## src/rtl/sound_pkg.sv

```systemverilog
// Shared sample types and constants for the audio filter scheduling path.
package sound_pkg;
   localparam int SAMPLE_W     = 24;
   localparam int WARM_DEFAULT = 6;

   typedef logic signed [SAMPLE_W-1:0] sample_t;

   // Minimum width of 1 keeps single-entry selects legal.
   function automatic int clog2(input int n);
      int r;
      r = 1;
      while ((1 << r) < n) r++;
      return r;
   endfunction
endpackage

```

## src/rtl/rr_arbiter.sv

```systemverilog
// Round-robin arbiter: grants the first request at or after ptr, wrapping; purely combinational.
module rr_arbiter import sound_pkg::*; #(
   parameter int N_CH = 4,
   parameter int CW   = clog2(N_CH)
) (
   input  logic [N_CH-1:0] req,
   input  logic [CW-1:0]   ptr,
   output logic [N_CH-1:0] gnt,
   output logic [CW-1:0]   idx,
   output logic            any
);
   logic [CW:0]   s;
   logic [CW-1:0] j;

   always_comb begin
      gnt = '0;
      idx = '0;
      any = 1'b0;
      s   = '0;
      j   = '0;
      for (int k = 0; k < N_CH; k++) begin
         s = {1'b0, ptr} + (CW+1)'(k);
         if (s >= (CW+1)'(N_CH)) s = s - (CW+1)'(N_CH);
         j = s[CW-1:0];
         if (!any && req[j]) begin
            any    = 1'b1;
            gnt[j] = 1'b1;
            idx    = j;
         end
      end
   end
endmodule

```

## src/rtl/filter_sched.sv

```systemverilog
// Round-robin scheduler sharing one filter datapath across N_CH channels; one sample in flight per channel.
// Issue is registered (one cycle to dp_*); results return LAT cycles after accept; stalls on dp_ready or a full output slot.
module filter_sched import sound_pkg::*; #(
   parameter int  N_CH = 4,
   parameter int  LAT  = 1,
   parameter int  WARM = WARM_DEFAULT,
   localparam int CW   = clog2(N_CH)
) (
   input  logic                     clk,
   input  logic                     reset,
   input  logic [N_CH*SAMPLE_W-1:0] in_data,
   input  logic [N_CH-1:0]          in_valid,
   output logic [N_CH-1:0]          in_ready,
   input  logic [N_CH-1:0]          filter_en,
   output logic [SAMPLE_W-1:0]      dp_data,
   output logic [CW-1:0]            dp_ch,
   output logic                     dp_filter_on,
   output logic                     dp_valid,
   input  logic                     dp_ready,
   input  logic [SAMPLE_W-1:0]      res_data,
   input  logic                     res_valid,
   output logic [N_CH*SAMPLE_W-1:0] out_data,
   output logic [N_CH-1:0]          out_valid,
   input  logic [N_CH-1:0]          out_ready,
   output logic                     err
);
   localparam int WW = clog2(WARM + 1);

   typedef struct packed {
      logic          vld;
      logic [CW-1:0] ch;
   } tag_t;

   logic [N_CH-1:0] inflight, en_q, eligible, req, gnt;
   logic [CW-1:0]   rr, gidx;
   logic            grant_any, dp_accept, take_on;
   logic [WW-1:0]   warm [N_CH];
   sample_t         in_arr [N_CH];
   sample_t         out_slot [N_CH];
   tag_t            tag [LAT];
   tag_t            fin;

   for (genvar i = 0; i < N_CH; i++) begin : g_lanes
      assign in_arr[i]                          = in_data[i*SAMPLE_W +: SAMPLE_W];
      assign out_data[i*SAMPLE_W +: SAMPLE_W]   = out_slot[i];
   end

   // A channel may have only one sample anywhere between issue and its output slot.
   assign eligible  = in_valid & ~out_valid & ~inflight;
   assign req       = (!reset && (!dp_valid || dp_ready)) ? eligible : '0;
   assign in_ready  = gnt;
   assign dp_accept = dp_valid && dp_ready;
   assign fin       = tag[LAT-1];

   rr_arbiter #(.N_CH(N_CH), .CW(CW)) u_arb (
      .req (req),
      .ptr (rr),
      .gnt (gnt),
      .idx (gidx),
      .any (grant_any)
   );

   // An enable edge always bypasses; the filter engages only once the history is fully refilled.
   always_comb begin
      take_on = 1'b0;
      if (filter_en[gidx] == en_q[gidx])
         take_on = en_q[gidx] && (warm[gidx] == WW'(WARM));
   end

   always_ff @(posedge clk or posedge reset) begin
      if (reset) begin
         dp_valid     <= 1'b0;
         dp_data      <= '0;
         dp_ch        <= '0;
         dp_filter_on <= 1'b0;
         rr           <= '0;
         inflight     <= '0;
         en_q         <= '0;
         out_valid    <= '0;
         err          <= 1'b0;
         for (int i = 0; i < N_CH; i++) begin
            warm[i]     <= '0;
            out_slot[i] <= '0;
         end
         for (int s = 0; s < LAT; s++) tag[s] <= '0;
      end else begin
         if (grant_any) begin
            dp_data      <= in_arr[gidx];
            dp_ch        <= gidx;
            dp_filter_on <= take_on;
            dp_valid     <= 1'b1;
            rr           <= (int'(gidx) == N_CH - 1) ? '0 : gidx + CW'(1);
            if (filter_en[gidx] != en_q[gidx]) begin
               en_q[gidx] <= filter_en[gidx];
               warm[gidx] <= '0;
            end else if (en_q[gidx] && warm[gidx] < WW'(WARM)) begin
               warm[gidx] <= warm[gidx] + WW'(1);
            end
         end else if (dp_accept) begin
            dp_valid <= 1'b0;
         end

         tag[0] <= '{vld: dp_accept, ch: dp_ch};
         for (int s = 1; s < LAT; s++) tag[s] <= tag[s-1];

         out_valid <= out_valid & ~out_ready;
         if (res_valid && fin.vld) begin
            out_slot[fin.ch]  <= res_data;
            out_valid[fin.ch] <= 1'b1;
            inflight[fin.ch]  <= 1'b0;
         end else if (res_valid) begin
            err <= 1'b1;
         end else if (fin.vld) begin
            // Missing result: flag it but free the channel so it cannot wedge.
            err              <= 1'b1;
            inflight[fin.ch] <= 1'b0;
         end
         if (grant_any) inflight[gidx] <= 1'b1;
      end
   end
endmodule

```

## config.mk

```make
export PLATFORM = sky130hd
export DESIGN_NAME = filter_sched
export DESIGN_NICKNAME = d
export VERILOG_FILES = /design/src/rtl/sound_pkg.sv /design/src/rtl/rr_arbiter.sv /design/src/rtl/filter_sched.sv
export SDC_FILE = /design/constraint.sdc
export NUM_CORES = 1
export LEC_CHECK = 0
export CAP_MARGIN = 20
export CORE_UTILIZATION = 40
export DETAILED_ROUTE_END_ITERATION = 7
export GPL_TIMING_DRIVEN = 0
export MAX_ROUTING_LAYER = met4
export PLACE_DENSITY = 0.69
export RECOVER_POWER = 25
export SLEW_MARGIN = 30
export SYNTH_ARGS = -nofsm -noshare
export SYNTH_HDL_FRONTEND = slang
export SYNTH_SLANG_ARGS = --single-unit
```

## constraint.sdc

```tcl
create_clock -name clk -period 25.8 [get_ports clk]
set_input_delay 6.45 -clock clk [delete_from_list [all_inputs] [get_ports clk]]
set_output_delay 6.45 -clock clk [all_outputs]
set_load 0.01 [all_outputs]
```

==> results.tsv <==
stage	metric	value	unit
run_status	status	complete, but fails checks	
run_status	violated checks	max-capacitance violations, max-slew violations	
logic_synthesis	Synth Area in Simple Gates	7.957	%
die	die width	137.5	um
global_routing	total track usage	23.91	%
global_routing	GR Overflow Total	0	
logic_synthesis	Cell variety after synth	59	
route	DR vias/cell	5.210	
logic_synthesis	largest area contributor in the netlist	dfrtp_1	
logic_synthesis	XOR/XNOR Fraction of Synth Area	0.2385	%
clock_tree	Reg clk slew, reported paths	0.06	ns
die	die area	18900	um^2
critical_path	crit end category	output pin	
route	DRT iter0 DRCs	261	
placement	Placer Congestion	0.9126	
critical_path	crit path max fanout	63	
finish	layout cells sized above 1	19.95	%
global_routing	first-pass GRT wire length	32.75	mm
global_routing	vias in the first global route	6111	
clock_tree	CTS tree	yes	
sta	period utilization	71.79	%
die	row cnt	49	
die	Initial Util	40.88	%
finish	Filler cells	1482	
sta	slew of the pin with the lowest slew margin	5.061	ns
finish	multi-input logic area	3269	um^2
logic_synthesis	Post-synth EDFFs	0	
clock_tree	H-Tree Depth	4	
power_and_ir_drop	leakage power figure	4.804	nW
power_and_ir_drop	Power Density	128.4	nW/um^2
clock_tree	CTS Sinks	154	
clock_tree	CTS max path bufs	2	
clock_tree	Post-CTS Setup Bufs	0	
sta	clock skew	0.009106	ns
route	Vias	5820	
logic_synthesis	Net Count, Synth	732	
clock_tree	worst skew pair latency	0.42	ns
die	die height	137.5	um
logic_synthesis	Seq cells post-synth	154	
finish	Core Util, Final	60.60	%
sta	fin crit period	18.52	ns
route	drt total wl	21.53	mm
placement	HPWL Detailed	16.49	mm
min_path	Worst Hold Class	reg2reg	
finish	fin nets	1020	
global_routing	initial antenna violation count	1	
route	Routed Antenna Nets	0	
critical_path	CP arrival	12.07	ns
logic_synthesis	post-synthesis sequential area ratio	52.48	%
route	router iterations before antenna repair	5	
sta	Final Max Tran Viols	162	
finish	Final Cell Area	10890	um^2
logic_synthesis	compound-gate portion of the synthesized area	8.264	%
logic_synthesis	Ys Warns	0	
logic_synthesis	Synth Area in Adders	1.704	%
logic_synthesis	prevailing post-synth register cell	dfrtp_1	
logic_synthesis	share of the synthesized area in the top cell type	52.48	%
flow_run	Max-Cap Viols	2	
power_and_ir_drop	VDD IR max	0.07437	mV
die	Core Box Area	17960	um^2
logic_synthesis	syn avg cell area	12.53	um^2
sta	Worst slew margin	-237.4	%
clock_tree	CTS buffer count	17	
logic_synthesis	Post-Syn Area	7343	um^2
sta	final hold viol count	0	
die	top-level port count	269	
route	DR DRC count	0	
logic_synthesis	Post-synth ARST share	100.0	%
critical_path	Startpoint Class	primary input	
global_routing	largest net degree at the start of global routing	98	
route	wire length per cell	19.27	um
clock_tree	post-cts repair resize count	0	
logic_synthesis	largest family of logic cells by synthesized area	multiplexers	
placement	IO buf count	268	
clock_tree	CTS Hold Bufs	0	
finish	FF+latch area	3854	um^2
sta	Max Fclk	0.05399	GHz
critical_path	critical path type	in2out	
logic_synthesis	top post-synthesis cells by area	dfrtp_1 52%, mux2_2 17%, mux2i_1 6.5%, o21ai_0 3.0%, nand2_1 2.8%	
sta	Setup Total Neg Slack	0	ns
finish	Area Growth Syn to Fin	48.24	%
sta	RSZ-0062 raised after global routing	false	
critical_path	Critical Path RT	19.35	ns
logic_synthesis	post-synthesis mux area share	26.29	%
logic_synthesis	Post-Syn Instances	586	
clock_tree	clock root buffer master	clkbuf_16	
sta	Final Setup Violations	0	
placement	post-placement cell area	10350	um^2
metrics by stage:
step | setup slack, ns | std cells | hold slack [ns] | power [mW]
after floorplan | 7.893 | 586 | 0.4344 | 0.8223
after global placement | 5.222 | 1083 | 0.3959 | 1.147
after detailed placement | 9.902 | 1084 | 0.3960 | 1.168
after CTS | 9.897 | 1116 | 0.4141 | 1.411
after global routing | 6.402 | 1117 | 0.4255 | 1.485
final | 7.279 | 1117 | 0.4097 | 1.398
where the power goes:
group          internal [mW]  total [mW]  switching [mW]
combinational          0.385       0.744           0.359
clock                  0.131       0.234           0.103
sequential             0.357       0.420          0.0626
layout by cell type, fill, tap and decap left out, types with 4 or more instances in the layout:
| cell type | synthesis | layout |
|---|---|---|
| o21ai_0 | 44 | 44 |
| inv_6 | 0 | 5 |
| clkbuf_16 | 0 | 17 |
| mux2_2 | 109 | 109 |
| o221ai_1 | 12 | 12 |
| nand4_2 | 4 | 4 |
| a22oi_1 | 8 | 8 |
| buf_6 | 5 | 5 |
| clkbuf_1 | 19 | 20 |
| nand2_1 | 55 | 55 |
| nor2_1 | 11 | 11 |
| a31oi_1 | 5 | 5 |
| a21oi_1 | 8 | 8 |
| mux2_1 | 12 | 12 |
| ha_1 | 10 | 10 |
| clkdlybuf4s50_1 | 0 | 265 |
| buf_2 | 9 | 9 |
| dfrtp_1 | 154 | 154 |
| inv_1 | 11 | 10 |
| mux2i_1 | 48 | 48 |
Yosys cell counts (3+ instances only):
cell / n
ha_1: 10
o21ai_0: 44
nor3b_1: 3
a31oi_1: 5
buf_6: 5
inv_1: 11
o221ai_1: 12
mux2i_1: 48
a22oi_1: 8
nor2_1: 11
buf_2: 9
a21o_1: 3
nand3b_1: 3
dfrtp_1: 154
and3_1: 3
nand2b_1: 3
a21oi_1: 8
clkbuf_1: 19
mux2_1: 12
nand2_1: 55
nand4_2: 4
nand4_1: 3
nor2b_1: 3
mux2_2: 109
critical path, cell delays in order:
cell             delay (ns)
dlygate4sd3_1          0.65
clkinvlp_2             2.05
nand3_1                1.29
o2bb2ai_4              0.14
nand3b_2               0.30
nor2b_1                0.30
a22oi_1                0.16
o21ai_0                0.14
clkdlybuf4s50_1        0.57
registers in the layout (all words and copies together) (netlist names):
name	flops
out_data	96
dp_data	24
warm	12
en_q	4
inflight	4
out_valid	4
fin	3
dp_ch	2
rr	2
dp_filter_on	1
dp_valid	1
err	1
path summary, 6_finish.rpt:
check,startpoint,to,slack (ns),cells after the start
setup / recovery,reset,in_ready[0],7.28,9
min in group asynchronous,reset,out_data[4],7.34,2
max in group asynchronous,reset,dp_ch[1],12.75,3
setup reg to reg,rr[0],warm[3],21.06,17
hold reg to reg,dp_ch[1],fin[1],0.41,0
hold / removal,dp_ch[1],fin[1],0.41,0
layer usage:
| metal | vias up | share of wire, % | global-route usage (%) |
|---|---|---|---|
| li1 | 2702 | - | - |
| met4 | 0 | 1.9 | 7.143 |
| met3 | 27 | 5.2 | 6.843 |
| met5 | - | 0 | - |
| met1 | 2933 | 41 | 29.48 |
| met2 | 158 | 52 | 38.02 |
cell families after synthesis:
family / Yosys count
compound gates: 93
mux: 174
buf+inv: 47
xor+xnor: 2
flops: 154
simple gates: 106
fa+ha+maj: 10
cell type report:
cell class	instances	share of cell area, %
Antenna cell	1	0.02299
Clock buffer	19	4.161
Clock inverter	13	0.9885
Inverter	12	0.4253
Tap cell	229	2.632
Buffer	35	1.655
Multi-Input combinational cell	385	30.03
Sequential cell	154	35.40
Timing Repair Buffer	269	24.68
(Power assumes the default switching activity.)
